## src/rtl/bcd_scan7.sv

```systemverilog
// bcd_scan7: multiplexed 7-seg driver for DIGITS packed BCD digits.
// Ports: clk, rst (sync, active-low), bcd, load -> seg, an, frame_tick.
// Optional macro LEADING_ZERO_BLANK_EN blanks leading zero digits.
module bcd_scan7 #(
  parameter int DIGITS   = 4,
  parameter int PRESCALE = 1000
) (
  input  logic                  clk,
  input  logic                  rst,
  input  logic [4*DIGITS-1:0]   bcd,
  input  logic                  load,
  output logic [6:0]            seg,
  output logic [DIGITS-1:0]     an,
  output logic                  frame_tick
);

  localparam int PW = (PRESCALE > 1) ? $clog2(PRESCALE) : 1;
  localparam int IW = (DIGITS > 1) ? $clog2(DIGITS) : 1;

  logic [PW-1:0]         pcnt, pcnt_n;
  logic [IW-1:0]         idx, idx_n;
  logic [4*DIGITS-1:0]   frame, frame_n;
  logic [4*DIGITS-1:0]   pend, pend_n;
  logic                  pend_v, pend_v_n;
  logic                  last_p, bnd;
  logic [3:0]            dig;
  logic [6:0]            seg_n;
  logic [DIGITS-1:0]     an_n;
  logic [DIGITS-1:0]     hizero;
  logic                  nz;

  function automatic logic [6:0] dec(input logic [3:0] d);
    case (d)
      4'd0:    dec = 7'h3F;
      4'd1:    dec = 7'h06;
      4'd2:    dec = 7'h5B;
      4'd3:    dec = 7'h4F;
      4'd4:    dec = 7'h66;
      4'd5:    dec = 7'h6D;
      4'd6:    dec = 7'h7D;
      4'd7:    dec = 7'h07;
      4'd8:    dec = 7'h7F;
      4'd9:    dec = 7'h6F;
      default: dec = 7'h40;
    endcase
  endfunction

  always_comb begin
    last_p   = (pcnt == PW'(PRESCALE - 1));
    bnd      = last_p && (idx == IW'(DIGITS - 1));
    pcnt_n   = last_p ? '0 : pcnt + 1'b1;
    idx_n    = idx;
    frame_n  = frame;
    pend_n   = pend;
    pend_v_n = pend_v;
    if (last_p)
      idx_n = (idx == IW'(DIGITS - 1)) ? '0 : idx + 1'b1;
    if (bnd) begin
      // A load landing on the boundary itself bypasses pend.
      if (load)
        frame_n = bcd;
      else if (pend_v)
        frame_n = pend;
      pend_v_n = 1'b0;
    end else if (load) begin
      pend_n   = bcd;
      pend_v_n = 1'b1;
    end
  end

  // hizero[i]: digits i..DIGITS-1 of the next frame are all zero.
  always_comb begin
    nz     = 1'b0;
    hizero = '0;
    for (int i = DIGITS - 1; i >= 0; i--) begin
      nz        = nz | (|frame_n[4*i +: 4]);
      hizero[i] = !nz;
    end
  end

  always_comb begin
    dig   = frame_n[4*idx_n +: 4];
    seg_n = dec(dig);
`ifdef LEADING_ZERO_BLANK_EN
    if ((idx_n != '0) && hizero[idx_n])
      seg_n = 7'h00;
`endif
    an_n = '0;
    for (int i = 0; i < DIGITS; i++)
      an_n[i] = (idx_n == IW'(i));
  end

  always_ff @(posedge clk) begin
    if (!rst) begin
      pcnt       <= '0;
      idx        <= '0;
      frame      <= '0;
      pend       <= '0;
      pend_v     <= 1'b0;
      seg        <= 7'h00;
      an         <= '0;
      frame_tick <= 1'b0;
    end else begin
      pcnt       <= pcnt_n;
      idx        <= idx_n;
      frame      <= frame_n;
      pend       <= pend_n;
      pend_v     <= pend_v_n;
      seg        <= seg_n;
      an         <= an_n;
      frame_tick <= bnd;
    end
  end

`ifndef LEADING_ZERO_BLANK_EN
  logic unused;
  assign unused = ^hizero;
`endif

endmodule

```

## config.mk

```make
export PLATFORM = sky130hd
export DESIGN_NAME = bcd_scan7
export DESIGN_NICKNAME = d
export VERILOG_FILES = /design/src/rtl/bcd_scan7.sv
export SDC_FILE = /design/constraint.sdc
export NUM_CORES = 1
export LEC_CHECK = 0
export BUFFER_PORTS_ARGS = -buffer_cell sky130_fd_sc_hd__buf_2
export CORE_MARGIN = 1.5
export CORE_UTILIZATION = 57
export CTS_BUF_LIST = sky130_fd_sc_hd__clkbuf_8
export DETAILED_ROUTE_END_ITERATION = 8
export PLACE_DENSITY = 0.74
export RECOVER_POWER = 50
export SKIP_CTS_REPAIR_TIMING = 1
export SLEW_MARGIN = 20
export SYNTH_ARGS = -nofsm -noshare
export SYNTH_HDL_FRONTEND = slang
export SYNTH_SLANG_ARGS = --single-unit
export TNS_END_PERCENT = 30
```

## constraint.sdc

```tcl
create_clock -name clk -period 4.5 [get_ports clk]
set_input_delay 0.225 -clock clk [delete_from_list [all_inputs] [get_ports clk]]
set_output_delay 0.225 -clock clk [all_outputs]
set_load 0.01 [all_outputs]
```

==> summary.md, run 1 <==
| Metric | Value |
|---|---|
| CP max stage delay | 0.68 ns |
| Clk buf depth | 2 |
| I/O Buffers | 30 |
| Syn Inst Count | 304 |
| RSZ-0062 raised after global routing | false |
| Die height | 71.8 um |
| CP Cell Sequence | ha_1, nand4_1, nor3_1, mux2i_1, nand2_1, o22ai_1, a21o_1, inv_1, ha_1, mux2_4, a32o_1 |
| CTS Root Cell | clkbuf_8 |
| Total core area | 4440 um2 |
| Hold path start | bcd[10] |
| Layout area overhead | 10.9% |
| Count of pins over their slew limit | 0 |
| Clock-pin slew on the worst setup and hold paths | 0.06 ns |
| Power per Cell Area | 347 nW/um2 |
| Final nets | 353 |
| Leakage | 1.25 nW |
| N_diodes | 0 |
| Routed length per instance | 14.9 um |
| CP delay by family, top | multiplexers |
| CTS tree | done |
| Layout cells sized above 1 | 0.151 |
| Io pins | 31 |
| Logic pwr share | 0.053 |
| Busiest layer in global routing | met2 |
| Worst setup SP type | register |
| Worst path depth | 11 |
| CP Launch Point | pcnt[0]$_SDFF_PP0_ |
| Pint | 0.794 mW |
| Final period util | 0.813 |
| Die W | 71.8 um |
| Pin count of the biggest net entering global routing | 30 |
| Initial Util | 0.606 |
| Final hold violations | 0 |
| Pin slew with the least headroom to its limit | 0.943 ns |
| Number of synthesized flops with an enable pin | 0 |
| Worst Path Arrival | 3.88 ns |
| Met1 global-route usage | 0.307 |
| Setup violators final | 0 |
| Crit-path most repeated cell | ha_1 |
| Global routing usage on met2 | 0.397 |
| Met3 Resource Use GR | 0.0380 |
| Fin Hold WS | 0.135 ns |
| Maximum fanout along the worst path | 8 |
| Buf/Inv on CP | 1 |
| Violated checks | DRC |
| GRT overflow | 0 |
| Final min period | 3.66 ns |
| First-pass GRT wire length | 9520 um |
| H-tree level count | 3 |
| Detailed-placement wirelength estimate | 3810 um |
| Commonest non-fill, non-tap cell in the layout | dfxtp_1 |
| P_sw | 0.242 mW |
| Max_slew headroom | 0.371 |
| Most frequent cells in the layout | dfxtp_1 (57), nand2_1 (44), nor2_1 (34), a21oi_1 (21), buf_2 (17) |
| # rows | 24 |
| Mean Syn Cell Area | 8.87 um2 |
| Drt total wl | 5690 um |
| Syn_nets | 331 |
| Hold Crit Class | in2reg |
| 1st-iter DRT viols | 104 |
| Final core occ | 0.673 |
| Switching share of power | 0.233 |
| Post-DP Area | 2830 um2 |
| Fill count | 398 |
| DR DRC count | 1 |
| Reg-to-Reg Start | pcnt[0]$_SDFF_PP0_ |
| TritonRoute pass-1 iters | 8 |
| WS Path Type | reg2reg |
| Peak supply drop | 246 uV |
| Vias/cell | 5.67 |
| Total GRT Usage | 0.240 |
| Worst reg2reg path depth | 11 |
| Number of max-cap violations | 0 |
| Max Clk Rate | 273 MHz |
| Clock Power Share | 0.437 |
| Critical Path End Type | register |
| Antenna violations before repair | 0 |
| Cell depth of the worst hold path | 3 |
| YS warnings | 0 |
| Synth cell types | 56 |
| Clock Skews | 0.00534 ns |
| Fin Setup TNS | 0 ns |
| Fraction of registers with async set/reset | 0 |
| TritonCTS buffer count | 9 |
| Slowest-stage cell, CP | mux2i_1 |
| Final instance area | 2990 um2 |
| Via count | 2170 |
| Final ANT Viol Nets | 0 |
| Critical path required time | 4.72 ns |
| Reg power frac | 0.510 |
| Routability cong. | 0.841 |
| Most used DFF post-synth | dfxtp_1 |
| Post-synthesis sequential area ratio | 0.423 |
| Number of global-route vias before repair | 2081 |
| Area of the die | 5150 um2 |
| Clock latency on the worst-skew pair | 0.33 ns |
| Mapped Area | 2700 um2 |
| Run status | finished with violations |
| FF+latch count, synth | 57 |
| Clock sinks | 57 |
## worst paths after layout
path / slack (ns) / end
max reg2reg: 0.84 / seg[4]$_SDFF_PN0_
min: 0.13 / pend[10]$_SDFFE_PN0P_
max: 0.84 / seg[4]$_SDFF_PN0_
min reg2reg: 0.45 / pend[1]$_SDFFE_PN0P_
## per-stage QoR
step | power [mW] | worst slack (ns) | cells
6_report | 1.04 | 0.842 | 383
3_3_place_gp | 0.594 | 1.15 | 367
3_5_place_dp | 0.595 | 1.09 | 367
2_1_floorplan | 0.573 | 1.53 | 304
4_1_cts | 1.04 | 1.04 | 383
5_1_grt | 1.07 | 0.583 | 383
## state kept, by name (all words and copies together) (netlist names)
register / flops
seg: 7
frame_tick: 1
idx: 2
pend: 16
an: 4
pend_v: 1
pcnt: 10
frame: 16
## tightest hold or removal path: stages
cell and delay (ns):
buf_2 0.10, nand2_1 0.05, a21oi_1 0.05
## power by group through the flow
stage	sequential (mW)	combinational, mW	clock (mW)
detailed placement	0.539	0.0557	0
finish	0.528	0.0546	0.453
CTS	0.528	0.0560	0.457
floorplan	0.538	0.0355	0
global placement	0.539	0.0552	0
global route	0.530	0.0623	0.477
## cell type report
| cell class | count | area [um2] | share of cell area |
|---|---|---|---|
| clock inverter | 3 | 13.8 | 0.00460 |
| timing repair buffer | 30 | 134 | 0.0448 |
| sequential | 57 | 1140 | 0.382 |
| clock buffer | 13 | 179 | 0.0599 |
| inverter | 11 | 41.3 | 0.0138 |
| multi-input combinational | 217 | 1420 | 0.473 |
| tap | 52 | 65.1 | 0.0218 |
## per-layer routing
layer | up-vias | part of all wire
li1 | 1118 | -
met1 | 992 | 0.48
met2 | 54 | 0.46
met3 | 6 | 0.048
met4 | 0 | 0.011
met5 | - | 0
## logic make-up after synthesis
group | count (synthesis) | share of synthesized area
xor gates and xnor gates | 7 | 0.0227
DFF | 57 | 0.423
buffers and inverters | 30 | 0.0460
muxes | 9 | 0.0371
AOI/OAI and AO/OA | 64 | 0.186
and+or+nand+nor | 129 | 0.248
adders and majority gates | 8 | 0.0371
## cells in the mapped netlist, drive strengths merged (4+ instances only)
| library cell | number | share of area |
|---|---|---|
| nand3 | 7 | 0.013 |
| inv | 11 | 0.015 |
| and3 | 4 | 0.011 |
| nor2 | 34 | 0.047 |
| a32o | 8 | 0.030 |
| a31oi | 4 | 0.0093 |
| xnor2 | 4 | 0.013 |
| a221oi | 5 | 0.025 |
| nand2 | 45 | 0.064 |
| and2 | 13 | 0.030 |
| a21oi | 21 | 0.039 |
| buf | 5 | 0.011 |
| mux2i | 7 | 0.027 |
| clkbuf | 14 | 0.019 |
| nand3b | 5 | 0.014 |
| dfxtp | 57 | 0.42 |
| o221a | 5 | 0.021 |
| ha | 8 | 0.037 |
| nor3 | 4 | 0.018 |
| o22ai | 4 | 0.0093 |
Note: power is estimated with default switching activity, not from simulation.
==> inputs of run 2 (changes only) <==
--- a/config.mk
+++ b/config.mk
@@ -5,6 +5,7 @@
 export SDC_FILE = /design/constraint.sdc
 export NUM_CORES = 1
 export LEC_CHECK = 0
+export ABC_AREA = 1
 export BUFFER_PORTS_ARGS = -buffer_cell sky130_fd_sc_hd__buf_2
 export CORE_MARGIN = 1.5
 export CORE_UTILIZATION = 57
==> constraint.sdc (replaced) <==
create_clock -name clk -period 3.66 [get_ports clk]
set_input_delay 0.183 -clock clk [delete_from_list [all_inputs] [get_ports clk]]
set_output_delay 0.183 -clock clk [all_outputs]
set_load 0.01 [all_outputs]
==> run 2 against run 1 <==
The run now ends clean. Non-clock buffer count up 1. Setup slack got worse by 0.091 ns. Wire length increased by 8.3%. Die area grew 8.4%. Synthesized area is 8.8% higher. Clock skew is 0.0021 ns higher. Fmax grew 26%. Worst hold slack worse by 0.027 ns. Sequential power grew 24%. Flip-flop and latch count unchanged. Total power rose by 21%. Combinational power grew 55%.
==> summary.md, run 2 <==
| Metric | Value |
|---|---|
| DP Cell Count | 531 (+45%) |
| Count of pins over their slew limit | 0 (unchanged) |
| Final ANT Viol Nets | 0 (unchanged) |
| Commonest non-fill, non-tap cell in the layout | nand2_1 |
| Clk buf depth | 2 (unchanged) |
| Leakage | 1.54 nW (+23%) |
| Clock Skews | 0.00739 ns (+0.00205 ns) |
| Syn_nets | 474 (+43%) |
| Worst hold endpoint | pend[11]$_SDFFE_PN0P_ |
| H-tree level count | 3 (unchanged) |
| Worst reg2reg path depth | 15 (+4) |
| Critical Path End Type | register |
| Top post-synthesis cells by area | dfxtp_1 (39%), nand2_1 (19%), nor2_1 (9.6%) |
| RR Endpoint | seg[5]$_SDFF_PN0_ |
| CP max stage delay | 0.46 ns (-0.22 ns) |
| Final hold violations | 0 (unchanged) |
| Number of synthesized flops with an enable pin | 0 (unchanged) |
| Layout cells sized above 1 | 0.106 (-0.0448) |
| Reg area | 1140 um2 (unchanged) |
| Die height | 74.7 um (+4.1%) |
| Die W | 74.7 um (+4.1%) |
| Synth cell types | 30 (-46%) |
| Routed length per instance | 11.3 um (-24%) |
| Maximum fanout along the worst path | 21 (+13) |
| FF+latch count, synth | 57 (unchanged) |
| Pint | 0.943 mW (+19%) |
| Syn Inst Count | 447 (+47%) |
| CTS Root Cell | clkbuf_8 |
| Clock-pin slew on the worst setup and hold paths | 0.06 ns (about the same) |
| Detailed-placement wirelength estimate | 4290 um (+12%) |
| Routability cong. | 0.781 (-7.2%) |
| Setup violators final | 0 (unchanged) |
| Hold path start | bcd[11] |
| Top-count cell post-synth | nand2_1 |
| Via count | 2701 (+24%) |
| CTS tree | done |
| Largest regs | frame x16, pend x16, pcnt x10 |
| Fin cells | 547 (+43%) |
| Reg power frac | 0.520 (+0.010) |
| Final core occ | 0.668 (-0.00445) |
| Clock Power Share | 0.412 (-0.025) |
| DR DRC count | 0 (-1) |
| Switching share of power | 0.248 (+0.0145) |
| Total GRT Usage | 0.243 (+0.00251) |
| Final period util | 0.795 (-0.0181) |
| Critical path required time | 3.89 ns (-0.83 ns) |
| Mean Syn Cell Area | 6.56 um2 (-26%) |
| Leading area contributor after synthesis | dfxtp_1 |
| Number of max-cap violations | 0 (unchanged) |
| First-pass GRT wire length | 10200 um (+7.2%) |
| Fraction of registers with async set/reset | 0 (unchanged) |
| TritonRoute pass-1 iters | 5 (-3) |
| Hold Crit Class | in2reg |
| Final min period | 2.91 ns (-0.749 ns) |
| RSZ-0062 raised after global routing | false |
| N_diodes | 0 (unchanged) |
| Total power | 1.25 mW (+21%) |
| 1st-iter DRT viols | 152 (+46%) |
| Yosys top cell area share | 0.389 (-0.0343) |
| Total core area | 4850 um2 (+9.1%) |
| Io pins | 31 (unchanged) |
| Fin Setup TNS | 0 ns (unchanged) |
| # rows | 25 (+4.2%) |
| Peak supply drop | 234 uV (-4.6%) |
| Logic pwr share | 0.067 (+0.014) |
| Final instance area | 3240 um2 (+8.4%) |
| Pin count of the biggest net entering global routing | 26 (-13%) |
| Final nets | 502 (+42%) |
| Slowest-stage cell, CP | nor2_4 |
| Clock sinks | 57 (unchanged) |
| Post-synthesis sequential area ratio | 0.389 (-0.0343) |
| I/O Buffers | 30 (unchanged) |
| Post-DP Area | 3100 um2 (+9.5%) |
| Fill count | 451 (+13%) |
| Mapped Area | 2930 um2 (+8.8%) |
| Number of global-route vias before repair | 2327 (+12%) |
| Crit-path most repeated cell | nand2_1 |
| Layout area overhead | 10.5% |
| Most used DFF post-synth | dfxtp_1 |
| Clock latency on the worst-skew pair | 0.34 ns (about the same) |
| Post-synth top cells | nand2_1 (149), nor2_1 (75), dfxtp_1 (57) |
| Area of the die | 5580 um2 (+8.4%) |
| Multi-input gate area | 1520 um2 (+7.5%) |
| WS Path Type | reg2reg |
| Most frequent cells in the layout | nand2_1 (149), nor2_1 (75), dfxtp_1 (57), inv_1 (47), o21ai_0 (33) |
| Reg-to-Reg Start | pcnt[1]$_SDFF_PP0_ |
| Cell depth of the worst hold path | 3 (unchanged) |
| Pin slew with the least headroom to its limit | 0.859 ns (-0.0845 ns) |
| Antenna violations before repair | 0 (unchanged) |
| Max_slew headroom | 0.428 (+0.0570) |
| Max Clk Rate | 344 MHz (+26%) |
| Power per Cell Area | 387 nW/um2 (+12%) |
| Reg-to-reg slack, setup | 0.75 ns (-0.09 ns) |
| CP Cell Sequence | ha_1, nand2_1, nor2_4, nand3_1, nor2_4, o21ai_0, nand2_1, nand2_1, nor2_1, inv_1, ha_1, nand2_1, inv_1, nor2_1, nor2_1 |
| Vias/cell | 4.94 (-13%) |
| GRT overflow | 0 (unchanged) |
| Drt total wl | 6160 um (+8.3%) |
| P_sw | 0.311 mW (+29%) |
| Worst Path Arrival | 3.14 ns (-0.74 ns) |
| TritonCTS buffer count | 9 (unchanged) |
| Run status | finished, final reports clean |
| YS warnings | 0 (unchanged) |
| Initial Util | 0.605 (-0.00152) |
| Worst setup SP type | register |
run 2: cell count changes after synthesis, sizes merged, moves of 6 or more:
cell | previous run | this run
a21oi | 21 | 15
inv | 11 | 47
mux2i | 7 | 0
o21ai | 2 | 39
and2 | 13 | 0
nor2 | 34 | 83
a32o | 8 | 0
nand2 | 45 | 153
clkbuf | 14 | 6
run 2: layer usage:
layer / part of all wire / up-vias / wire length [um] / track usage
li1: - / 1444 / - / -
met3: 0.051 / 8 / 316 / 0.0643
met5: 0 / - / 0 / 0
met2: 0.44 / 64 / 2730 / 0.379
met4: 0.013 / 0 / 80 / 0.137
met1: 0.49 / 1185 / 3030 / 0.304
run 2: cell families after synthesis:
family,synth area share
and+or+nand+nor,0.374
AOI/OAI and AO/OA,0.112
adders and majority gates,0.0341
DFF,0.389
xor gates and xnor gates,0.00299
buffers and inverters,0.0879
run 2: critical path: cells and delay by family, from the launching register on:
kind | cells | cell delay [ns]
AOI/OAI and AO/OA | 1 | 0.20
DFF | 1 | 0.36
adders and majority gates | 2 | 0.40
and+or+nand+nor | 10 | 1.67
buffers and inverters | 2 | 0.19
run 2: power by group through the flow:
stage	clock network (mW)	logic (mW)	registers, mW
floorplan	0	0.0590	0.663
global placement	0	0.0844	0.665
detailed placement	0	0.0858	0.666
CTS	0.529	0.0864	0.652
global route	0.554	0.0967	0.655
finish	0.517	0.0845	0.653
run 2: how the worst max path moves through the flow:
stage / startpoint / endpoint / cells after the start
6_report: pcnt[1]$_SDFF_PP0_ / seg[5]$_SDFF_PN0_ / 15
5_1_grt: pcnt[0]$_SDFF_PP0_ / seg[5]$_SDFF_PN0_ / 15
4_1_cts: pcnt[1]$_SDFF_PP0_ / seg[5]$_SDFF_PN0_ / 15
3_5_place_dp: pcnt[1]$_SDFF_PP0_ / seg[5]$_SDFF_PN0_ / 15
3_3_place_gp: pcnt[0]$_SDFF_PP0_ / seg[5]$_SDFF_PN0_ / 15
2_1_floorplan: pcnt[0]$_SDFF_PP0_ / seg[5]$_SDFF_PN0_ / 16
run 2: area by class of cell:
| type | instances | area share |
|---|---|---|
| clock buffer | 11 | 0.0467 |
| clock inverter | 5 | 0.00695 |
| inverter | 48 | 0.0556 |
| multi-input combinational | 328 | 0.470 |
| sequential | 57 | 0.352 |
| tap | 67 | 0.0259 |
| timing repair buffer | 31 | 0.0429 |
run 2: metrics by stage:
stage / hold slack (ns) / worst slack [ns]
2_1_floorplan: 0.336 / 1.43
3_3_place_gp: 0.432 / 1.05
3_5_place_dp: 0.438 / 0.932
4_1_cts: 0.0935 / 0.922
5_1_grt: 0.112 / 0.370
6_report: 0.108 / 0.751
